===== config.mk =====
export PLATFORM = sky130hd
export DESIGN_NAME = sweep_sched
export DESIGN_NICKNAME = d
export VERILOG_FILES = /design/src/rtl/sweep_sched.sv
export SDC_FILE = /design/constraint.sdc
export NUM_CORES = 1
export LEC_CHECK = 0
export CAP_MARGIN = 20
export CELL_PAD_IN_SITES_DETAIL_PLACEMENT = 0
export CELL_PAD_IN_SITES_GLOBAL_PLACEMENT = 1
export CORE_ASPECT_RATIO = 1.25
export CORE_MARGIN = 3
export CORE_UTILIZATION = 45
export CTS_BUF_LIST = sky130_fd_sc_hd__clkbuf_16
export DETAILED_ROUTE_END_ITERATION = 8
export MAX_ROUTING_LAYER = met4
export PLACE_DENSITY_LB_ADDON = 0.12
export SLEW_MARGIN = 10
export SYNTH_ARGS = -nofsm -noshare
export SYNTH_HDL_FRONTEND = slang
export SYNTH_SLANG_ARGS = --single-unit

===== constraint.sdc =====
create_clock -name clk -period 8.2 [get_ports clk]
set_input_delay 0.82 -clock clk [delete_from_list [all_inputs] [get_ports clk]]
set_output_delay 0.82 -clock clk [all_outputs]
set_load 0.01 [all_outputs]

===== src/rtl/sweep_sched.sv =====
// Lockstep frequency-sweep scheduler for the multi-channel NCO: per-channel start/step
// tuning words, shared point count and dwell, registered outputs in the sample-clock domain.
module sweep_sched #(
  parameter int NCH     = 4,
  parameter int FTW_W   = 32,
  parameter int CNT_W   = 16,
  parameter int DWELL_W = 24,
  localparam int CH_W   = (NCH > 1) ? $clog2(NCH) : 1
) (
  input  logic                 clk,
  input  logic                 rst_n,
  // Config handshake: a write happens on a rising edge where cfg_valid && cfg_ready.
  // The master holds cfg_ch/cfg_addr/cfg_data stable while cfg_valid is high and unaccepted.
  input  logic                 cfg_valid,
  output logic                 cfg_ready,
  input  logic [CH_W-1:0]      cfg_ch,
  input  logic [1:0]           cfg_addr,
  input  logic [31:0]          cfg_data,
  input  logic                 start,
  input  logic                 abort,
  input  logic                 loop,
  output logic [NCH*FTW_W-1:0] ftw,
  output logic                 ftw_upd,
  output logic [CNT_W-1:0]     pt_idx,
  output logic                 busy,
  output logic                 done,
  output logic [1:0]           o_dbg_state
);

  typedef enum logic [1:0] {
    S_IDLE  = 2'd0,
    S_DWELL = 2'd1,
    S_DONE  = 2'd2
  } state_t;

  state_t r_state;
  state_t w_next;

  logic [FTW_W-1:0]   r_start [NCH];
  logic [FTW_W-1:0]   r_step  [NCH];
  logic [FTW_W-1:0]   r_ftw   [NCH];
  logic [CNT_W-1:0]   r_n;
  logic [DWELL_W-1:0] r_d;
  logic [CNT_W-1:0]   r_pt_idx;
  logic [DWELL_W-1:0] r_dcnt;
  logic               r_busy;
  logic               r_done;
  logic               r_upd;

  logic               w_cfg_fire;
  logic [DWELL_W-1:0] w_dwell_last;
  logic               w_last_cyc;
  logic               w_last_pt;
  logic               w_launch;
  logic               w_advance;
  logic               w_reload;

  assign w_cfg_fire   = cfg_valid && !r_busy;
  // A programmed dwell of 0 behaves exactly like a dwell of 1.
  assign w_dwell_last = (r_d == '0) ? '0 : (r_d - DWELL_W'(1));
  assign w_last_cyc   = (r_dcnt == w_dwell_last);
  assign w_last_pt    = (r_pt_idx == (r_n - CNT_W'(1)));

  assign w_launch  = (r_state == S_IDLE) && start && !abort && (r_n != '0);
  assign w_advance = (r_state == S_DWELL) && !abort && w_last_cyc && !w_last_pt;
  assign w_reload  = (r_state == S_DWELL) && !abort && w_last_cyc && w_last_pt && loop;

  always_comb begin
    w_next = r_state;
    case (r_state)
      S_IDLE: begin
        if (!abort && start) begin
          w_next = (r_n == '0) ? S_DONE : S_DWELL;
        end
      end
      S_DWELL: begin
        if (abort) begin
          w_next = S_IDLE;
        end else if (w_last_cyc && w_last_pt && !loop) begin
          w_next = S_DONE;
        end
      end
      S_DONE:  w_next = S_IDLE;
      default: w_next = S_IDLE;
    endcase
  end

  always_ff @(posedge clk or negedge rst_n) begin
    if (!rst_n) begin
      r_state <= S_IDLE;
    end else begin
      r_state <= w_next;
    end
  end

  // Status flags are registered from the next state so they line up with it.
  always_ff @(posedge clk or negedge rst_n) begin
    if (!rst_n) begin
      r_busy   <= 1'b0;
      r_done   <= 1'b0;
      r_upd    <= 1'b0;
      r_pt_idx <= '0;
      r_dcnt   <= '0;
      for (int k = 0; k < NCH; k++) begin
        r_ftw[k] <= '0;
      end
    end else begin
      r_busy <= (w_next == S_DWELL);
      r_done <= (w_next == S_DONE);
      r_upd  <= w_launch || w_advance || w_reload;
      if (w_launch || w_advance || w_reload) begin
        r_dcnt <= '0;
      end else if (r_state == S_DWELL) begin
        r_dcnt <= r_dcnt + DWELL_W'(1);
      end
      if (w_launch || w_reload) begin
        r_pt_idx <= '0;
      end else if (w_advance) begin
        r_pt_idx <= r_pt_idx + CNT_W'(1);
      end
      for (int k = 0; k < NCH; k++) begin
        if (w_launch || w_reload) begin
          r_ftw[k] <= r_start[k];
        end else if (w_advance) begin
          r_ftw[k] <= r_ftw[k] + r_step[k];
        end
      end
    end
  end

  // A sweep launched in the same cycle as a write reads the pre-write values.
  always_ff @(posedge clk or negedge rst_n) begin
    if (!rst_n) begin
      r_n <= '0;
      r_d <= '0;
      for (int k = 0; k < NCH; k++) begin
        r_start[k] <= '0;
        r_step[k]  <= '0;
      end
    end else if (w_cfg_fire) begin
      case (cfg_addr)
        2'd0: if (int'(cfg_ch) < NCH) r_start[cfg_ch] <= cfg_data[FTW_W-1:0];
        2'd1: if (int'(cfg_ch) < NCH) r_step[cfg_ch]  <= cfg_data[FTW_W-1:0];
        2'd2: r_n <= cfg_data[CNT_W-1:0];
        default: r_d <= cfg_data[DWELL_W-1:0];
      endcase
    end
  end

  always_comb begin
    ftw = '0;
    for (int k = 0; k < NCH; k++) begin
      ftw[k*FTW_W +: FTW_W] = r_ftw[k];
    end
  end

  assign cfg_ready   = !r_busy;
  assign ftw_upd     = r_upd;
  assign pt_idx      = r_pt_idx;
  assign busy        = r_busy;
  assign done        = r_done;
  assign o_dbg_state = r_state;

endmodule


# ---- After elaboration in Yosys (flattened, before gate mapping)
# Cells that the tools add are included.
dict set report classes {
  n_addsub 8
  mul 0
  div 0
  shifts 0
  n_lt_le_gt_ge 2
  n_mux 22
  bitwise_logic 2
  n_reduce_logical 32
  n_eq_ne 7
}
# operator n
set op_table {}
lappend op_table {{2-to-1 mux 32 bit} 9}
lappend op_table {{bitwise mux 128 bit} 2}
lappend op_table {{adder 32 bit} 4}
lappend op_table {{2-to-1 mux 24 bit} 3}
lappend op_table {{demux 32 bit (select 2 bit)} 1}
lappend op_table {{2-to-1 mux 16 bit} 2}
lappend op_table {{adder 24 x 1 -> 24 bit (second input constant)} 1}
lappend op_table {{== test 24 bit} 1}
lappend op_table {{logical NOT 24 bit} 1}
lappend op_table {{subtractor 24 x 1 -> 24 bit (second input constant)} 1}
lappend op_table {{adder 16 x 1 -> 16 bit (second input constant)} 1}
lappend op_table {{== test 16 bit} 1}
lappend op_table {{logical NOT 16 bit} 1}
lappend op_table {{nonzero test 16 bit} 1}
lappend op_table {{subtractor 16 x 1 -> 16 bit (second input constant)} 1}
lappend op_table {{logical AND 1 bit} 13}
lappend op_table {{2-to-1 mux 2 bit} 4}
lappend op_table {{AND reduction 2 bit} 4}
lappend op_table {{== test 2 x 1 -> 1 bit (second input constant)} 3}
lappend op_table {{== test 2 bit (second input constant)} 2}
lappend op_table {{logical NOT 1 bit} 4}
lappend op_table {{logical NOT 2 bit} 2}
lappend op_table {{one-hot mux 2 bit (2 select lines)} 1}
lappend op_table {{nonzero test 2 bit} 2}
lappend op_table {{other kinds (6)} 8}
dict set report totals {
  ramBits 0
  latchBits 0
  romBits 0
  reg_bits 469
  in_bits 42
  out_inout_bits 150
  elab_cells 93
  mem_count 0
}

# ---- Depth between registers and ports, before layout
# Gate-level depths: netlist (run 1).
dict set report depth {
  word_depth 9
  ltp_mapped 15
  ltp_nobuf 14
}

# ---- Worst setup path before layout (run 1)
# OpenSTA, ideal clock, no wires.
dict set report synth_path {
  kind {reg-to-reg}
  startpoint {register r_d[7]}
  endpoint {register r_ftw (netlist bit ftw[30])}
  synth_period_minus_slack_ps 3804
  stages_incl_launch_ff 15
  setup_time_ps 80
  arrival_time_ps 3723
  t_required_ps 8120
  path_slack_ps 4396
  n_path_buf 3
  path_cell_list {dfrtp_1 > buf_6 > or4_4 > buf_6 > or4_4 > o211ai_2 > o2111ai_1 > nor4_1 > nand4_1 > or3_4 > or2_1 > clkbuf_1 > or4_1 > mux2_2 > o211ai_2}
}
dict set report synth_between {
  elab_chain_len 8
  word_cells_on_any_way 11
  cone_classes {1 x add/sub; 1 x eq/ne; 2 x mux; 7 x reduce/logical}
}
# element line_no
set synth_rtl {}
lappend synth_rtl {{from (decl)} 43} ;# logic [DWELL_W-1:0] r_d;
lappend synth_rtl {{from (signal assigned)} 145} ;# default: r_d <= cfg_data[DWELL_W-1:0];
lappend synth_rtl {{subtractor 24 x 1 -> 24 bit / logical NOT 24 bit (equally long branches)} 60} ;# assign w_dwell_last = (r_d == '0) ? '0 : (r_d - DWELL_W'(1));
lappend synth_rtl {{2-to-1 mux 24 bit *} 60}
lappend synth_rtl {{== test 24 bit *} 61} ;# assign w_last_cyc = (r_dcnt == w_dwell_last);
lappend synth_rtl {{logical AND 1 bit *} {65, 66}}
lappend synth_rtl {{logical AND 1 bit (2 in a row)} 66} ;# assign w_reload = (r_state == S_DWELL) && !abort && w_last_cyc && w_last_pt && loop;
lappend synth_rtl {{logical OR 1 bit} 122} ;# if (w_launch || w_reload) begin
lappend synth_rtl {{2-to-1 mux 32 bit / nonzero test 2 bit (equally long branches)} -}
lappend synth_rtl {{to (signal, indexed assignment)} 123} ;# r_ftw[k] <= r_start[k];
lappend synth_rtl {{to (signal, indexed assignment)} 125} ;# r_ftw[k] <= r_ftw[k] + r_step[k];
lappend synth_rtl {{to (decl)} 41} ;# logic [FTW_W-1:0] r_ftw [NCH];
# Every way passes the cells marked *; elsewhere a longest branch is shown, timed or not.
# A chain may end at the register's enable or synchronous reset.

# ---- Worst setup path after layout (run 1)
dict set report layout_path {
  startpoint {register r_d[6]}
  endpoint {register r_ftw (netlist bit ftw[127])}
}
# The elaborated chain is that of the path after synthesis.

==> results of run 1 <==
==> cell usage after synthesis, types with 6 or more instances <==
| cell | number |
|---|---|
| dfrtp_1 | 469 |
| mux2_2 | 297 |
| nand2_1 | 270 |
| ha_1 | 129 |
| a21oi_1 | 118 |
| nor2_1 | 110 |
| a22oi_1 | 105 |
| xnor2_1 | 92 |
| xor2_1 | 80 |
| o21ai_0 | 70 |
| clkbuf_1 | 58 |
| inv_1 | 58 |
| nor3_1 | 45 |
| o21ai_1 | 44 |
| a21o_1 | 43 |
| nand3_1 | 42 |
| buf_1 | 40 |
| and3_1 | 34 |
| nand4_1 | 29 |
| buf_2 | 23 |
| nand2b_1 | 21 |
| nor2b_1 | 20 |
| or3_1 | 19 |
| a31oi_1 | 18 |
| a211oi_1 | 16 |
| o211ai_1 | 16 |
| o21a_1 | 16 |
| o21bai_1 | 16 |
| nor4_1 | 14 |
| nor3b_1 | 12 |
| and2_1 | 11 |
| o31ai_1 | 10 |
| or4_1 | 9 |
| a2111oi_0 | 7 |
| a221o_1 | 7 |
| mux2i_1 | 7 |
| o2111ai_1 | 7 |
| o221ai_1 | 7 |
| or2_2 | 7 |
| a211o_1 | 6 |
| o41ai_1 | 6 |
==> layout make-up <==
cell class / instances / area [um2]
fillers: 5217 / 27000
multi-input cells: 1857 / 13800
clock buffers: 52 / 1300
inverters: 59 / 221
clock inverters: 42 / 325
flip-flops and latches: 469 / 11700
well taps: 750 / 938
repair buffers: 213 / 2110
diodes: 2 / 5.00
==> cells by family after synthesis <==
group / count (synthesis) / share of synthesized area (%)
AOI/OAI and AO/OA: 567 / 14.5
buffers and inverters: 183 / 2.81
adders and majority gates: 133 / 6.45
muxes: 304 / 13.0
and+or+nand+nor: 679 / 12.7
xor gates and xnor gates: 174 / 5.90
DFF: 469 / 44.7
==> layer usage <==
metal  track usage [%]  routed length [um]  up-vias
met5                 -                   0        -
met4              9.04                2950        0
met1              33.7               34300    10300
li1                  -                   -     9456
met3              4.08                4590      146
met2              44.3               39400      517
==> final timing paths <==
| kind | start | end |
|---|---|---|
| max in group asynchronous | rst_n | ftw[80] |
| min | rst_n | r_dcnt[0] |
| max reg2reg | r_d[6] | ftw[127] |
| min in group clk | r_start[33] | ftw[65] |
| max | r_d[6] | ftw[127] |
| min reg2reg | r_start[33] | ftw[65] |
==> registers in the layout (all words and copies together), names as in the netlist <==
name and cells:
ftw 128, r_start 128, r_step 128, r_d 24, r_dcnt 24, pt_idx 16, r_n 16, o_dbg_state 2
busy 1, done 1, ftw_upd 1
==> power groups by stage <==
stage	Clock (mW)	Sequential (mW)	Combinational, mW
2_1_floorplan	0	3.31	2.33
3_3_place_gp	0	3.42	3.33
3_5_place_dp	0	3.44	3.38
4_1_cts	2.34	3.41	3.41
5_1_grt	2.44	3.48	3.77
6_report	2.28	3.41	3.39
==> worst max-delay path: stages, from the launching register on <==
cell and delay (ns):
dfrtp_1 0.47, nor4_2 0.74, nand4_1 0.44, a21oi_1 0.25, mux2_2 0.39, or4b_1 0.54, nor4_2 0.31, nand3_1 0.17
nor2_4 0.60, nor2_4 0.34, inv_2 0.56, o21ai_1 0.14, a221o_1 0.31
==> metrics by stage <==
stage / util (%) / hold WS, ns
2_1_floorplan: - / 0.450
3_3_place_gp: 50.1 / 0.462
3_5_place_dp: 50.1 / 0.479
4_1_cts: 53.0 / 0.245
5_1_grt: 53.0 / 0.265
6_report: 53.0 / 0.248
==> cell usage in the layout (no fill, tap or decap), drive strengths merged, types with 16 or more instances in the layout <==
cell and instances:
inv 71, a21o 43, nand2b 21, nor3 46
ha 129, mux2 297, clkbuf 52, clkdlybuf4s50 190
and3 34, xor2 80, buf 23, nor2 112
nor2b 20, a31oi 18, xnor2 92, o21bai 16
a22oi 105, a21oi 118, nor4 19, o21ai 114
nand2 270, dfrtp 469, clkinv 23, or3 20
a211oi 16, nand3 42, nand4 29, o211ai 18
o21a 16
==> impl_metrics.py, run 1 <==
metrics = {
    "logic_synthesis": {
        "ys.flop_type": "dfrtp_1",
        "ys_seq_elements": 469,
        "synth_top_area_cell": "dfrtp_1",
        "ys_warn_count": 0,
        "synthCells": 2509,
        "synth_top_area_share_pct": 44.7,
        "synth_edf_count": 0,
        "synthTopCellsByArea": "dfrtp_1, mux2_2, ha_1, nand2_1, xnor2_1",
        "synth_nets": 2684,
        "synth_cell_types": 85,
        "netlist_area_um2": 26300,
        "ys_seq_area_share_pct": 44.7,
        "syn_avg_cell_area_um2": 10.5,
        "async_reset_ff_share_pct": 100,
    },
    "critical_path": {
        "cp.arrival_ns": 5.88,
        "path_class": "register to register",
        "cp_max_fo": 34,
        "reg2reg_depth": 12,
        "crit_path_start_kind": "register",
        "cp.required_ns": 8.69,
        "r2r_slack_ns": 2.81,
        "cp-end-kind": "register",
    },
    "layout": {
        "fin_nets": 2826,
        "stdcell_area_um2": 30500,
        "layoutNonFillerInstCount": 3444,
        "drive_gt1_share_pct": 15.8,
        "syn2layout_area_growth_pct": 16.0,
    },
    "outcome": {
        "status": "finished, final reports clean",
    },
    "global_routing": {
        "grt_max_degree": 167,
        "grt-ovfl-total": 0,
        "grtUsageTotal_pct": 26.8,
        "grt_pass1_vias": 20700,
        "grt_pass1_wl_um": 124000,
        "antenna_found_initial": 10,
    },
    "clocking": {
        "postCtsSetupRepairBufs": 0,
        "clock_latency_ns": 0.60,
        "cts-root-buf": "clkbuf_16",
        "post_cts_resized": 0,
        "clk_pin_slew_ns": 0.06,
        "cts_buffer_depth": 3,
        "htreeDepth": 2,
        "holdBufCountCts": 0,
        "clkSinkCount": 469,
        "cts_tree": "yes",
        "cts_buffers": 51,
    },
    "routing": {
        "drtPass1Iterations": 5,
        "routed_wl_um": 81200,
        "drc": 0,
        "vias": 20400,
        "wl_per_cell_um": 23.6,
        "drtIter0Drc": 1581,
        "antenna_left": 0,
        "post_drt_via_cell_ratio": 5.92,
    },
    "sta": {
        "hold_violations": 0,
        "tightest_slew_ns": 1.14,
        "fin_crit_ns": 5.39,
        "relSlewSlack_pct": 22.8,
        "clock_skew_ns": 0.0234,
        "slew_violations": 0,
        "setup_ws_ns": 2.81,
        "setup_tns_ns": 0,
        "fmax_ghz": 0.185,
        "setup_viol": 0,
        "post-route-period-util_pct": 65.8,
        "rsz0062_at_grt": "false",
    },
    "placed_design": {
        "gp_congestion": 0.917,
        "placed_area_um2": 28800,
        "dp_cells": 3347,
        "dp_slack_ns": 2.73,
        "dp_hpwl_um": 55000,
        "port_buffers": 191,
    },
    "floorplanning": {
        "die_area_um2": 61300,
        "core_area_um2": 57500,
        "start_util_pct": 45.7,
        "die_w_um": 222,
        "num_rows": 98,
        "die_y_um": 276,
        "io_pins": 192,
    },
    "power": {
        "pwr-share-seq_pct": 37.5,
        "leakage_nw": 13.7,
        "p_clk_share_pct": 25.1,
        "power_switching_mw": 3.26,
        "p_comb_share_pct": 37.4,
        "fin_total_pwr_mw": 9.08,
        "cellPowerDensity_nw_per_um2": 298,
        "netSwitchingFraction_pct": 35.8,
        "p_int_mw": 5.83,
        "peakVddDrop_uv": 190,
    },
    "job": {
        "maxCapViolCount": 0,
    },
    "worst_hold_path": {
        "min_path_type": "input pin to asynchronous set/reset pin",
    },
}
Note: power is estimated with default switching activity, not from simulation.
==> run 2: changes to the inputs <==
clock period = 5.1 ns   (was 8.2 ns; I/O delays follow)
==> run 2 against run 1 <==
Hold slack better by 0.22 ns. First-iteration DRC count is 21% lower. Core utilization is 0.33 points higher. Global-route usage is 0.31 points lower. Clock power is 63% higher. Via count is 0.19% higher. Sequential power is 61% higher. Power is 61% higher.
==> impl_metrics.py, run 2 (synthesized netlist as in run 1, its figures left out) <==
metrics = {
    "power": {
        "p_int_mw": 9.44,
        "p_comb_share_pct": 37.3,
        "cellPowerDensity_nw_per_um2": 477,
        "p_clk_share_pct": 25.3,
        "power_switching_mw": 5.21,
        "leakage_nw": 13.8,
        "peakVddDrop_uv": 277,
        "pwr-share-seq_pct": 37.4,
        "fin_total_pwr_mw": 14.6,
        "netSwitchingFraction_pct": 35.5,
    },
    "sta": {
        "post-route-period-util_pct": 91.8,
        "hold_violations": 0,
        "slew_violations": 0,
        "rsz0062_at_grt": "false",
        "setup_viol": 0,
        "fin_crit_ns": 4.68,
        "fmax_ghz": 0.214,
        "tightest_slew_ns": 1.10,
        "setup_tns_ns": 0,
        "clock_skew_ns": 0.0181,
        "relSlewSlack_pct": 25.4,
    },
    "clocking": {
        "holdBufCountCts": 1,
        "cts_buffer_depth": 3,
        "cts-root-buf": "clkbuf_16",
        "postCtsSetupRepairBufs": 0,
        "cts_buffers": 52,
        "htreeDepth": 2,
        "clkSinkCount": 469,
        "clock_latency_ns": 0.60,
        "clk_pin_slew_ns": 0.06,
        "post_cts_resized": 0,
        "cts_tree": "yes",
    },
    "floorplanning": {
        "io_pins": 192,
        "num_rows": 98,
        "die_y_um": 276,
        "die_w_um": 222,
        "die_area_um2": 61300,
        "start_util_pct": 45.7,
        "core_area_um2": 57500,
    },
    "routing": {
        "drtPass1Iterations": 9,
        "post_drt_via_cell_ratio": 5.91,
        "drc": 0,
        "wl_per_cell_um": 23.2,
        "drtIter0Drc": 1249,
        "routed_wl_um": 80000,
        "antenna_left": 0,
        "vias": 20400,
    },
    "layout": {
        "final_common_cell": "dfrtp_1",
        "multi_input_area_um2": 13800,
        "fill_cells": 5227,
        "final_cell_mix": "dfrtp_1, mux2_2, nand2_1, clkdlybuf4s50_1, ha_1",
        "fin_nets": 2839,
        "fin_util_pct": 53.3,
        "drive_gt1_share_pct": 16.1,
        "seqCellArea_um2": 11700,
        "syn2layout_area_growth_pct": 16.7,
    },
    "global_routing": {
        "grt_max_degree": 136,
        "antenna_found_initial": 5,
        "grtUsageMet2_pct": 42.4,
        "grt-busiest-layer": "met2",
        "grt-ovfl-total": 0,
        "grt_pass1_wl_um": 123000,
        "grtUsageMet1_pct": 33.9,
        "grtUsageTotal_pct": 26.5,
        "use_met3_pct": 4.23,
        "grt_pass1_vias": 20800,
    },
    "job": {
        "maxCapViolCount": 0,
    },
    "worst_hold_path": {
        "min_path_type": "input pin to asynchronous set/reset pin",
    },
    "critical_path": {
        "cp_max_fo": 86,
        "cp-end-kind": "register",
        "cp.required_ns": 5.57,
        "path_class": "register to register",
        "crit_path_start_kind": "register",
        "cp.arrival_ns": 5.15,
    },
    "placed_design": {
        "dp_hpwl_um": 54000,
        "port_buffers": 191,
        "gp_congestion": 0.933,
    },
    "outcome": {
        "status": "finished, final reports clean",
    },
}
==> run 2: cell types whose count changed in the layout (fill, tap and decap cells not counted) <==
cell | before | now
buf_12 | 2 | 8
buf_4 | 19 | 24
clkinv_1 | 13 | 10
clkbuf_16 | 52 | 54
clkinv_2 | 9 | 8
dlygate4sd3_1 | 0 | 1
inv_6 | 1 | 0
==> run 2: metal layers <==
| layer | part of all wire [%] | up-vias | routed length (um) |
|---|---|---|---|
| met5 | 0 | - | 0 |
| met4 | 4.2 | 0 | 3340 |
| met3 | 5.0 | 136 | 4040 |
| met2 | 47 | 515 | 37900 |
| met1 | 43 | 10300 | 34700 |
| li1 | - | 9455 | - |
==> run 2: critical path, stage by stage, from the launching register on <==
cell,delay (ns)
dfrtp_1,0.46
nor4_2,0.60
nand4_1,0.42
a21oi_1,0.24
mux2_2,0.36
or4b_1,0.54
nor4_2,0.41
nand4_1,0.22
o31ai_4,0.40
buf_12,0.42
nor3b_1,0.10
a21oi_1,0.18
o211ai_2,0.11
==> run 2: power by group through the flow <==
stage	registers (mW)	logic, mW	clock network, mW
6_report	5.48	5.46	3.71
4_1_cts	5.47	5.48	3.80
3_5_place_dp	5.53	5.44	0
3_3_place_gp	5.50	5.35	0
2_1_floorplan	5.32	3.75	0
5_1_grt	5.60	6.05	3.96
==> run 2: final cells by class <==
class                           count  share of cell area, %
Antenna cell                        2                 0.0163
Clock buffer                       54                   4.41
Clock inverter                     37                  0.979
Inverter                           59                  0.722
Multi-Input combinational cell   1857                   45.1
Sequential cell                   469                   38.3
Tap cell                          750                   3.06
Timing Repair Buffer              225                   7.43
==> run 2: worst paths after layout <==
kind,from,endpoint,slack [ns],cells past startpoint
setup / recovery,r_d[2],ftw[30],0.42,12
hold / removal,rst_n,ftw_upd,0.47,2
setup reg to reg,r_d[2],ftw[30],0.42,12
hold reg to reg,r_start[63],ftw[95],0.48,2
max in group asynchronous,rst_n,ftw[101],3.40,3
min in group clk,r_start[63],ftw[95],0.48,2
==> run 2: stage by stage <==
| stage | cell area [um2] | worst slack [ns] | instances | hold slack, ns |
|---|---|---|---|---|
| floorplan | 26300 | 1.30 | 2509 | 0.214 |
| global placement | 29000 | 0.555 | 3358 | 0.467 |
| detailed placement | 29000 | 0.482 | 3358 | 0.474 |
| CTS | 30700 | 0.465 | 3450 | 0.484 |
| global route | 30700 | 0.0784 | 3451 | 0.503 |
| finish | 30700 | 0.417 | 3453 | 0.467 |
==> run 3: changes to the inputs <==
CORE_UTILIZATION = 43   (was 45)
clock period = 3.8 ns   (was 5.1 ns; I/O delays follow)
==> run 3 against run 2 <==
The run now ends with negative setup slack left. Non-clock buffer count rose by 188. Clock skew grew 0.0071 ns. Sequential power grew 34%. Hold slack got worse by 0.075 ns. Critical path depth up 1. Sequential cell count did not move. First-iteration DRC count grew 21%. Die area grew 4.5%. Clock power increased by 40%. Routed wire length grew 12%. Largest power group is now combinational cells.
==> impl_metrics.py, run 3 (synthesized netlist as in run 1, its figures left out) <==
metrics = {
    "outcome": {
        "status": "finished, violations left",
        "violations": "negative setup slack",
    },
    "placed_design": {
        "dp_hpwl_um": 59200,
        "gp_congestion": 0.957,
        "port_buffers": 191,
        "dp_slack_ns": -0.263,
        "dp_cells": 3511,
    },
    "sta": {
        "fin_crit_ns": 3.96,
        "setup_viol": 156,
        "setup_tns_ns": -11.83,
        "slew_violations": 0,
        "clock_skew_ns": 0.0252,
        "rsz0062_at_grt": "true",
        "hold_violations": 0,
        "relSlewSlack_pct": 23.3,
        "fmax_ghz": 0.253,
        "post-route-period-util_pct": 104,
        "tightest_slew_ns": 1.15,
        "setup_ws_ns": -0.158,
    },
    "routing": {
        "drtIter0Drc": 1515,
        "drc": 0,
        "post_drt_via_cell_ratio": 5.88,
        "routed_wl_um": 89700,
        "drtPass1Iterations": 5,
        "vias": 21500,
        "antenna_left": 0,
        "wl_per_cell_um": 24.5,
    },
    "power": {
        "cellPowerDensity_nw_per_um2": 621,
        "leakage_nw": 15.2,
        "fin_total_pwr_mw": 20.8,
        "peakVddDrop_uv": 399,
    },
    "floorplanning": {
        "die_area_um2": 64100,
        "num_rows": 100,
        "core_area_um2": 60100,
        "io_pins": 192,
        "start_util_pct": 43.8,
        "die_y_um": 282,
        "die_w_um": 227,
    },
    "global_routing": {
        "grt-ovfl-total": 0,
        "grt_pass1_wl_um": 130000,
        "grt_pass1_vias": 21500,
        "grt_max_degree": 98,
        "grtUsageTotal_pct": 27.3,
        "antenna_found_initial": 8,
    },
    "critical_path": {
        "cp_max_fo": 4,
        "cp.required_ns": 4.32,
        "cp.arrival_ns": 4.48,
        "path_class": "register to register",
        "cp-end-kind": "register",
        "crit_path_start_kind": "register",
    },
    "clocking": {
        "cts_buffer_depth": 3,
        "clkSinkCount": 469,
        "cts-root-buf": "clkbuf_16",
        "clk_pin_slew_ns": 0.06,
        "cts_buffers": 52,
        "cts_tree": "yes",
        "htreeDepth": 2,
        "clock_latency_ns": 0.61,
    },
    "layout": {
        "final_cell_mix": "dfrtp_1, mux2_2, nand2_1, clkdlybuf4s50_1, buf_4",
        "fill_cells": 5287,
        "syn2layout_area_growth_pct": 27.6,
        "fin_nets": 3027,
        "final_common_cell": "dfrtp_1",
        "layoutNonFillerInstCount": 3660,
        "drive_gt1_share_pct": 26.6,
    },
    "worst_hold_path": {
        "min_path_type": "input pin to asynchronous set/reset pin",
    },
    "job": {
        "maxCapViolCount": 0,
    },
}
run 3: what timing repair did:
item                       in CTS  in global routing
pin swaps                       8                 91
cloned                          2                 18
hold buffers                    1                  0
hold endpoints to repair       89                  0
gates resized for setup        38                167
setup buffers                  12                 18
setup endpoints to repair     169                171
run 3: report_power, final:
part | switching, mW | total, mW | internal, mW
sequential | 1.11 | 7.34 | 6.22
combinational | 4.21 | 8.31 | 4.10
clock | 2.17 | 5.18 | 3.00
run 3: through the flow:
| step | instance area [um2] | utilization [%] | hold WS [ns] |
|---|---|---|---|
| finish | 33500 | 55.8 | 0.393 |
| global route | 33500 | 55.8 | 0.425 |
| CTS | 32200 | 53.7 | 0.380 |
| detailed placement | 30200 | 50.3 | 0.475 |
| global placement | 30200 | 50.2 | 0.468 |
| floorplan | 26300 | - | 0.0844 |
run 3: cell type report:
cell class	count	area (um2)	area share, %
multi-input combinational	1857	14500	43.3
inverter	59	225	0.672
timing repair buffer	413	4360	13.0
tap	765	957	2.86
sequential	469	11700	35.0
antenna	2	5.00	0.0149
clock inverter	42	385	1.15
clock buffer	53	1330	3.96
run 3: worst max-delay path, stage by stage, from the launching register on:
cell      delay (ns)
dfrtp_1         0.42
or4_4           0.55
buf_4           0.18
nor4_4          0.26
buf_4           0.15
nand4_1         0.18
xor2_1          0.22
a211oi_2        0.26
nand4_1         0.18
or3_4           0.43
or2_4           0.30
or4_1           0.40
mux2_4          0.27
o211ai_2        0.07
run 3: final timing paths:
| kind | startpoint | endpoint | slack [ns] | depth (start not counted) |
|---|---|---|---|---|
| min in group clk | abort | done | 0.42 | 2 |
| setup / recovery | r_d[6] | ftw[30] | -0.16 | 13 |
| hold reg to reg | r_start[1] | ftw[97] | 0.48 | 2 |
| hold / removal | rst_n | ftw_upd | 0.39 | 2 |
| max in group asynchronous | rst_n | r_start[125] | 2.37 | 3 |
| setup reg to reg | r_d[6] | ftw[30] | -0.16 | 13 |
run 3: layer usage:
metal,up-vias,GRT usage (%),share of wire [%]
met5,-,-,0
met4,0,7.78,2.8
met3,134,3.11,4.4
met2,536,45.9,49
met1,11000,35.1,44
li1,9878,-,-
